### src/rtl/imm_gen_pipe.sv
// -----------------------------------------------------------------------------
// imm_gen_pipe
//
// Registered RISC-V immediate generator. It decodes the immediate of an
// RV32I/RV64I instruction word (I, S, B, U, J, SHAMT and CSR zimm formats).
// The result is registered behind a valid/ready handshake. A one-entry skid
// register sits in front of the output register, so upstream can stall a
// cycle late without losing a word.
//
// Parameters
//   XLEN   32 or 64. Sets the imm_out width and the shamt width (5 or 6 bits).
//   CNT_W  Width of the saturating illegal-opcode counter.
//
// Ports
//   clk          rising-edge clock
//   reset        asynchronous, active-high reset; clears every register
//   flush        synchronous; empties output and skid registers, drops input
//   in_valid     inst_code is valid
//   in_ready     block can accept (skid register empty)
//   inst_code    32-bit instruction word
//   out_valid    imm_out / imm_fmt / imm_illegal are valid
//   out_ready    consumer accepts the output
//   imm_out      extended immediate, XLEN bits
//   imm_fmt      0=R 1=I 2=S 3=B 4=U 5=J 6=SHAMT 7=Z
//   imm_illegal  opcode is not supported
//   illegal_cnt  saturating count of accepted illegal opcodes
// -----------------------------------------------------------------------------
module imm_gen_pipe #(
    parameter int XLEN  = 32,
    parameter int CNT_W = 16
) (
    input  logic             clk,
    input  logic             reset,
    input  logic             flush,
    input  logic             in_valid,
    output logic             in_ready,
    input  logic [31:0]      inst_code,
    output logic             out_valid,
    input  logic             out_ready,
    output logic [XLEN-1:0]  imm_out,
    output logic [2:0]       imm_fmt,
    output logic             imm_illegal,
    output logic [CNT_W-1:0] illegal_cnt
);

    // Opcodes
    localparam logic [6:0] OPC_OP_IMM = 7'b0010011;
    localparam logic [6:0] OPC_LOAD   = 7'b0000011;
    localparam logic [6:0] OPC_JALR   = 7'b1100111;
    localparam logic [6:0] OPC_STORE  = 7'b0100011;
    localparam logic [6:0] OPC_BRANCH = 7'b1100011;
    localparam logic [6:0] OPC_LUI    = 7'b0110111;
    localparam logic [6:0] OPC_AUIPC  = 7'b0010111;
    localparam logic [6:0] OPC_JAL    = 7'b1101111;
    localparam logic [6:0] OPC_SYSTEM = 7'b1110011;
    localparam logic [6:0] OPC_OP     = 7'b0110011;

    // Format codes
    localparam logic [2:0] FMT_R     = 3'd0;
    localparam logic [2:0] FMT_I     = 3'd1;
    localparam logic [2:0] FMT_S     = 3'd2;
    localparam logic [2:0] FMT_B     = 3'd3;
    localparam logic [2:0] FMT_U     = 3'd4;
    localparam logic [2:0] FMT_J     = 3'd5;
    localparam logic [2:0] FMT_SHAMT = 3'd6;
    localparam logic [2:0] FMT_Z     = 3'd7;

    // ------------------------------------------------------------------------
    // Combinational decode of the word currently presented on inst_code.
    // ------------------------------------------------------------------------
    logic [6:0]      opcode;
    logic [2:0]      funct3;
    logic [5:0]      shamt6;
    logic [XLEN-1:0] dec_imm;
    logic [2:0]      dec_fmt;
    logic            dec_ill;

    assign opcode = inst_code[6:0];
    assign funct3 = inst_code[14:12];

    always_comb begin
        dec_imm = '0;
        dec_fmt = FMT_R;
        dec_ill = 1'b0;
        // RV64 shifts use a 6-bit shamt. RV32 uses 5 bits, and bit 25 is
        // part of funct7 there.
        shamt6  = (XLEN == 64) ? inst_code[25:20] : {1'b0, inst_code[24:20]};

        // Each signed cast sign-extends from the top bit of the assembled field.
        case (opcode)
            OPC_OP_IMM: begin
                if (funct3 == 3'b001 || funct3 == 3'b101) begin
                    dec_imm = XLEN'(shamt6);
                    dec_fmt = FMT_SHAMT;
                end else begin
                    dec_imm = XLEN'($signed(inst_code[31:20]));
                    dec_fmt = FMT_I;
                end
            end
            OPC_LOAD, OPC_JALR: begin
                dec_imm = XLEN'($signed(inst_code[31:20]));
                dec_fmt = FMT_I;
            end
            OPC_STORE: begin
                dec_imm = XLEN'($signed({inst_code[31:25], inst_code[11:7]}));
                dec_fmt = FMT_S;
            end
            OPC_BRANCH: begin
                dec_imm = XLEN'($signed({inst_code[31], inst_code[7],
                                         inst_code[30:25], inst_code[11:8],
                                         1'b0}));
                dec_fmt = FMT_B;
            end
            OPC_LUI, OPC_AUIPC: begin
                dec_imm = XLEN'($signed({inst_code[31:12], 12'b0}));
                dec_fmt = FMT_U;
            end
            OPC_JAL: begin
                dec_imm = XLEN'($signed({inst_code[31], inst_code[19:12],
                                         inst_code[20], inst_code[30:21],
                                         1'b0}));
                dec_fmt = FMT_J;
            end
            OPC_SYSTEM: begin
                dec_imm = XLEN'(inst_code[19:15]);
                dec_fmt = FMT_Z;
            end
            OPC_OP: begin
                dec_imm = '0;
                dec_fmt = FMT_R;
            end
            default: begin
                dec_imm = '0;
                dec_fmt = FMT_R;
                dec_ill = 1'b1;
            end
        endcase
    end

    // ------------------------------------------------------------------------
    // Handshake: a word moves on a port only in a cycle where valid and ready
    // are both high at the rising edge. valid must not depend on ready. Once
    // out_valid is raised, the output fields hold until out_ready takes them.
    // in_ready depends only on the skid register, so no combinational path
    // runs from out_ready to in_ready. A flush cycle never accepts.
    // ------------------------------------------------------------------------
    logic            skid_valid;
    logic [XLEN-1:0] skid_imm;
    logic [2:0]      skid_fmt;
    logic            skid_ill;
    logic            accept;
    logic            send;
    logic            out_load;

    assign in_ready = ~skid_valid;
    assign accept   = in_valid & in_ready & ~flush;
    assign send     = out_valid & out_ready;
    // The output register can take a new word when it is empty or draining.
    assign out_load = ~out_valid | send;

    always_ff @(posedge clk or posedge reset) begin
        if (reset) begin
            out_valid   <= 1'b0;
            imm_out     <= '0;
            imm_fmt     <= FMT_R;
            imm_illegal <= 1'b0;
            skid_valid  <= 1'b0;
            skid_imm    <= '0;
            skid_fmt    <= FMT_R;
            skid_ill    <= 1'b0;
        end else if (flush) begin
            out_valid  <= 1'b0;
            skid_valid <= 1'b0;
        end else if (out_load) begin
            if (skid_valid) begin
                // The skid register holds the older word, so it drains first.
                // accept is low here because in_ready is low.
                out_valid   <= 1'b1;
                imm_out     <= skid_imm;
                imm_fmt     <= skid_fmt;
                imm_illegal <= skid_ill;
                skid_valid  <= 1'b0;
            end else if (accept) begin
                out_valid   <= 1'b1;
                imm_out     <= dec_imm;
                imm_fmt     <= dec_fmt;
                imm_illegal <= dec_ill;
            end else begin
                out_valid   <= 1'b0;
            end
        end else if (accept) begin
            // The output register is stalled, so park the new word.
            skid_valid <= 1'b1;
            skid_imm   <= dec_imm;
            skid_fmt   <= dec_fmt;
            skid_ill   <= dec_ill;
        end
    end

    // ------------------------------------------------------------------------
    // Saturating illegal-opcode counter. Counts at accept, so words dropped by
    // flush are never counted. Only reset clears it.
    // ------------------------------------------------------------------------
    always_ff @(posedge clk or posedge reset) begin
        if (reset) begin
            illegal_cnt <= '0;
        end else if (accept && dec_ill && (illegal_cnt != {CNT_W{1'b1}})) begin
            illegal_cnt <= illegal_cnt + 1'b1;
        end
    end

endmodule

### config.mk
export PLATFORM = sky130hd
export DESIGN_NAME = imm_gen_pipe
export DESIGN_NICKNAME = d
export VERILOG_FILES = /design/src/rtl/imm_gen_pipe.sv
export SDC_FILE = /design/constraint.sdc
export NUM_CORES = 1
export LEC_CHECK = 0
export BUFFER_PORTS_ARGS = -buffer_cell sky130_fd_sc_hd__buf_4
export CAP_MARGIN = 10
export CORE_ASPECT_RATIO = 0.6
export CORE_MARGIN = 2
export CORE_UTILIZATION = 55
export DETAILED_ROUTE_END_ITERATION = 12
export GPL_TIMING_DRIVEN = 0
export MAX_ROUTING_LAYER = met4
export PLACE_DENSITY = 0.86
export SETUP_SLACK_MARGIN = 0.5
export SLEW_MARGIN = 30
export SYNTH_ARGS = -nofsm -noshare
export SYNTH_HDL_FRONTEND = slang
export SYNTH_SLANG_ARGS = --single-unit
### constraint.sdc
create_clock -name clk -period 3.5 [get_ports clk]
set_clock_uncertainty 0.05 [all_clocks]
set_input_delay 0.7 -clock clk [delete_from_list [all_inputs] [get_ports clk]]
set_output_delay 0.7 -clock clk [all_outputs]
set_load 0.01 [all_outputs]
==> results_dict.tcl <==
set metrics [dict create \
    post_route_cell_area_um2 5650 \
    die-height_um 73.5 \
    setup-violations-final 0 \
    syn_area_um2 4430 \
    status "finished clean" \
    dp.final_hpwl_mm 9.41 \
    final-max-slew-violation-count 0 \
    cts.root.buffer_cell "sky130_fd_sc_hd__clkbuf_16" \
    min_period_ns 2.54 \
    htree_num_levels 3 \
    insertion_delay_ns 0.35 \
    antenna_violating_nets_post_route 0 \
    synth_seq_cells 90 \
    cts_repair_resize_count 0 \
    critical_path_class "reg2reg" \
    firstDrtPassIters 6 \
    cts.reportedPaths.clkPinSlew_ns 0.06 \
    final_routed_wirelength_across_all_metal_layers_mm 13.3 \
    route.detailed.vias_per_inst 6.25 \
    synth_nets 508 \
    power.density_cell_area_nw_per_um2 503 \
    global_route.usage.total_pct 32.3 \
    worst_slew_margin_rel_pct 37.2 \
    yosys_warnings 0 \
    synth_area_per_cell_um2 9.43 \
    cts-hold-fix-buffers 0 \
    std_cell_rows 25 \
    max_freq_mhz 394 \
    nNetsFinal 611 \
    num_antenna_cells 0 \
    power.leakage_nw 2.50 \
    post_synthesis_sequential_area_ratio_pct 50.8 \
    remaining_drc_errors 0 \
    required_time_of_the_critical_path_ns 3.63 \
    globalplace.congestion 0.974 \
    cts_tree "yes" \
    worstSetupStartpointType "register" \
    synth_cells 470 \
    end_kind "register" \
    clock_path_buffers 2 \
    placed_cell_area_um2 5310 \
    synth_cell_type_count 57 \
    total_congestion_overflow_after_global_routing 0 \
    io_buffers 89 \
    setup_total_negative_slack_ns 0 \
    dr_wl_cell_um 19.3 \
    timing.critical_path.arrival_ns 2.67 \
    synth_flop_cell "sky130_fd_sc_hd__dfrtp_1" \
    max_cap_violations 0 \
    cp_max_fo 10 \
    drt_iter0_markers 606 \
    antenna_violations_before_repair 0 \
    timing.final.hold_violations 0 \
    vdd_drop_max_v 0.000259 \
    ios 91 \
    floorplan.die_area_um2 8810 \
    synth_edf_count 0 \
    worst_slew_pin_slew_ns 0.939 \
    drive_above_1_share_pct 23.7 \
    clock_sinks 90 \
    flow.area_growth_from_synthesis_pct 27.5 \
    dr_total_vias 4290 \
    grt_start_max_net_pins 28 \
    period_share_pct 72.5 \
    cts-buffers-inserted 9 \
    worst-r2r-cell-count 6 \
    cts_setup_buffers 0 \
    placeableCoreArea_um2 7850 \
    rsz0062_at_grt "no" \
    global_route_wire_length_before_repair_mm 21.0 \
    synthArstFlopShare_pct 100 \
    width_of_the_die_um 120 \
    hp-class "in2async" \
    start_util_pct 56.4 \
    via_count_of_the_first_global_routing_pass 4076 \
]
[worst max-delay path, cell delays in order (launching register included)]
cell,delay (ns)
sky130_fd_sc_hd__dfrtp_1,0.32
sky130_fd_sc_hd__buf_2,0.19
sky130_fd_sc_hd__nor2_1,0.11
sky130_fd_sc_hd__nor3_2,0.36
sky130_fd_sc_hd__nand2_1,0.39
sky130_fd_sc_hd__a21oi_1,0.78
sky130_fd_sc_hd__a21oi_1,0.17
[logic make-up after synthesis]
family / synth area share [%]
buffers and inverters: 3.22
adders and majority gates: 0.282
and+or+nand+nor: 23.8
AOI/OAI and AO/OA: 16.9
DFF: 50.8
muxes: 2.40
xor gates and xnor gates: 2.57
[cell usage after synthesis, types with 3 or more instances]
master	instances	share of area [%]
sky130_fd_sc_hd__a31oi_1	19	2.7
sky130_fd_sc_hd__nand4_1	10	1.4
sky130_fd_sc_hd__buf_2	6	0.68
sky130_fd_sc_hd__or3_1	20	2.8
sky130_fd_sc_hd__nor2b_1	8	1.1
sky130_fd_sc_hd__mux2i_1	5	1.1
sky130_fd_sc_hd__nand3_1	7	0.79
sky130_fd_sc_hd__clkbuf_1	19	1.6
sky130_fd_sc_hd__o211ai_1	9	1.5
sky130_fd_sc_hd__nor2_1	23	1.9
sky130_fd_sc_hd__and2_1	4	0.56
sky130_fd_sc_hd__xnor2_1	9	1.8
sky130_fd_sc_hd__and3_1	11	1.6
sky130_fd_sc_hd__o2bb2ai_1	5	0.99
sky130_fd_sc_hd__dfrtp_1	90	51
sky130_fd_sc_hd__o31ai_1	4	0.68
sky130_fd_sc_hd__xor2_1	4	0.79
sky130_fd_sc_hd__mux2_2	4	1.0
sky130_fd_sc_hd__o21ai_0	47	5.3
sky130_fd_sc_hd__a21oi_1	31	3.5
sky130_fd_sc_hd__nor3b_1	3	0.51
sky130_fd_sc_hd__inv_1	3	0.25
sky130_fd_sc_hd__nand2_1	84	7.1
sky130_fd_sc_hd__nand2b_1	4	0.56
sky130_fd_sc_hd__nor3_1	3	0.34
[placed cells by master (no fill, tap or decap), drive strengths merged, types with 2 or more instances in the layout]
master	instances
buf	101
dfrtp	90
nand2	84
o21ai	48
a21oi	32
clkbuf	30
nor2	23
or3	21
a31oi	19
and3	11
nand4	10
o211ai	10
xnor2	9
nor2b	8
nand3	8
mux2i	5
o2bb2ai	5
mux2	5
nand2b	4
and2	4
o31ai	4
xor2	4
nor3b	4
nor3	4
nor4	4
inv	3
o22ai	3
or2	2
nand4b	2
o21a	2
clkinvlp	2
bufinv	2
clkinv	2
or4	2
[cell type report]
type | instances | area [um^2]
clock buffers | 11 | 253
inverters | 4 | 18.8
plain buffers | 28 | 128
clock inverters | 5 | 85.1
repair buffers | 92 | 743
fillers | 572 | 2200
flip-flops and latches | 90 | 2250
well taps | 108 | 135
multi-input cells | 348 | 2040
[worst paths after layout]
check	startpoint	endpoint	slack (ns)
setup / recovery	skid_valid$_DFFE_PP0P_	imm_out[14]$_DFFE_PP0P_	0.96
hold / removal	reset	skid_imm[9]$_DFFE_PP0P_	0.36
setup reg to reg	skid_valid$_DFFE_PP0P_	imm_out[14]$_DFFE_PP0P_	0.96
hold reg to reg	skid_imm[7]$_DFFE_PP0P_	skid_imm[7]$_DFFE_PP0P_	0.43
max in group asynchronous	reset	skid_imm[19]$_DFFE_PP0P_	2.53
min in group clk	skid_imm[7]$_DFFE_PP0P_	skid_imm[7]$_DFFE_PP0P_	0.43
[routing by layer]
metal	up-vias	part of all wire, %	track usage (%)
met5	-	0	-
li1	1894	-	-
met2	316	44	46.0
met3	32	13	9.78
met1	2048	41	45.3
met4	0	1.6	8.50
[registers in the layout, indices dropped and copies added, names as in the netlist]
register,count
imm_out,32
skid_imm,32
illegal_cnt,16
imm_fmt,3
skid_fmt,3
imm_illegal,1
out_valid,1
skid_ill,1
skid_valid,1
[where the power goes]
group	leakage [nW]	switching, mW	internal (mW)
Combinational	1.17	0.271	0.238
Sequential	1.17	0.0910	1.16
Clock	0.162	0.412	0.668
[through the flow]
stage	std cells	total power, mW	util, %	worst slack, ns	hold slack (ns)
final	686	2.84	72.0	0.961	0.357
after global routing	686	2.96	72.0	0.853	0.377
after CTS	686	2.84	72.0	1.00	0.364
after detailed placement	670	1.77	67.7	0.820	0.409
after global placement	667	1.74	66.7	0.918	0.398
after floorplan	470	1.51	-	1.25	0.383
No activity file was read; power rests on OpenSTA's default activity.
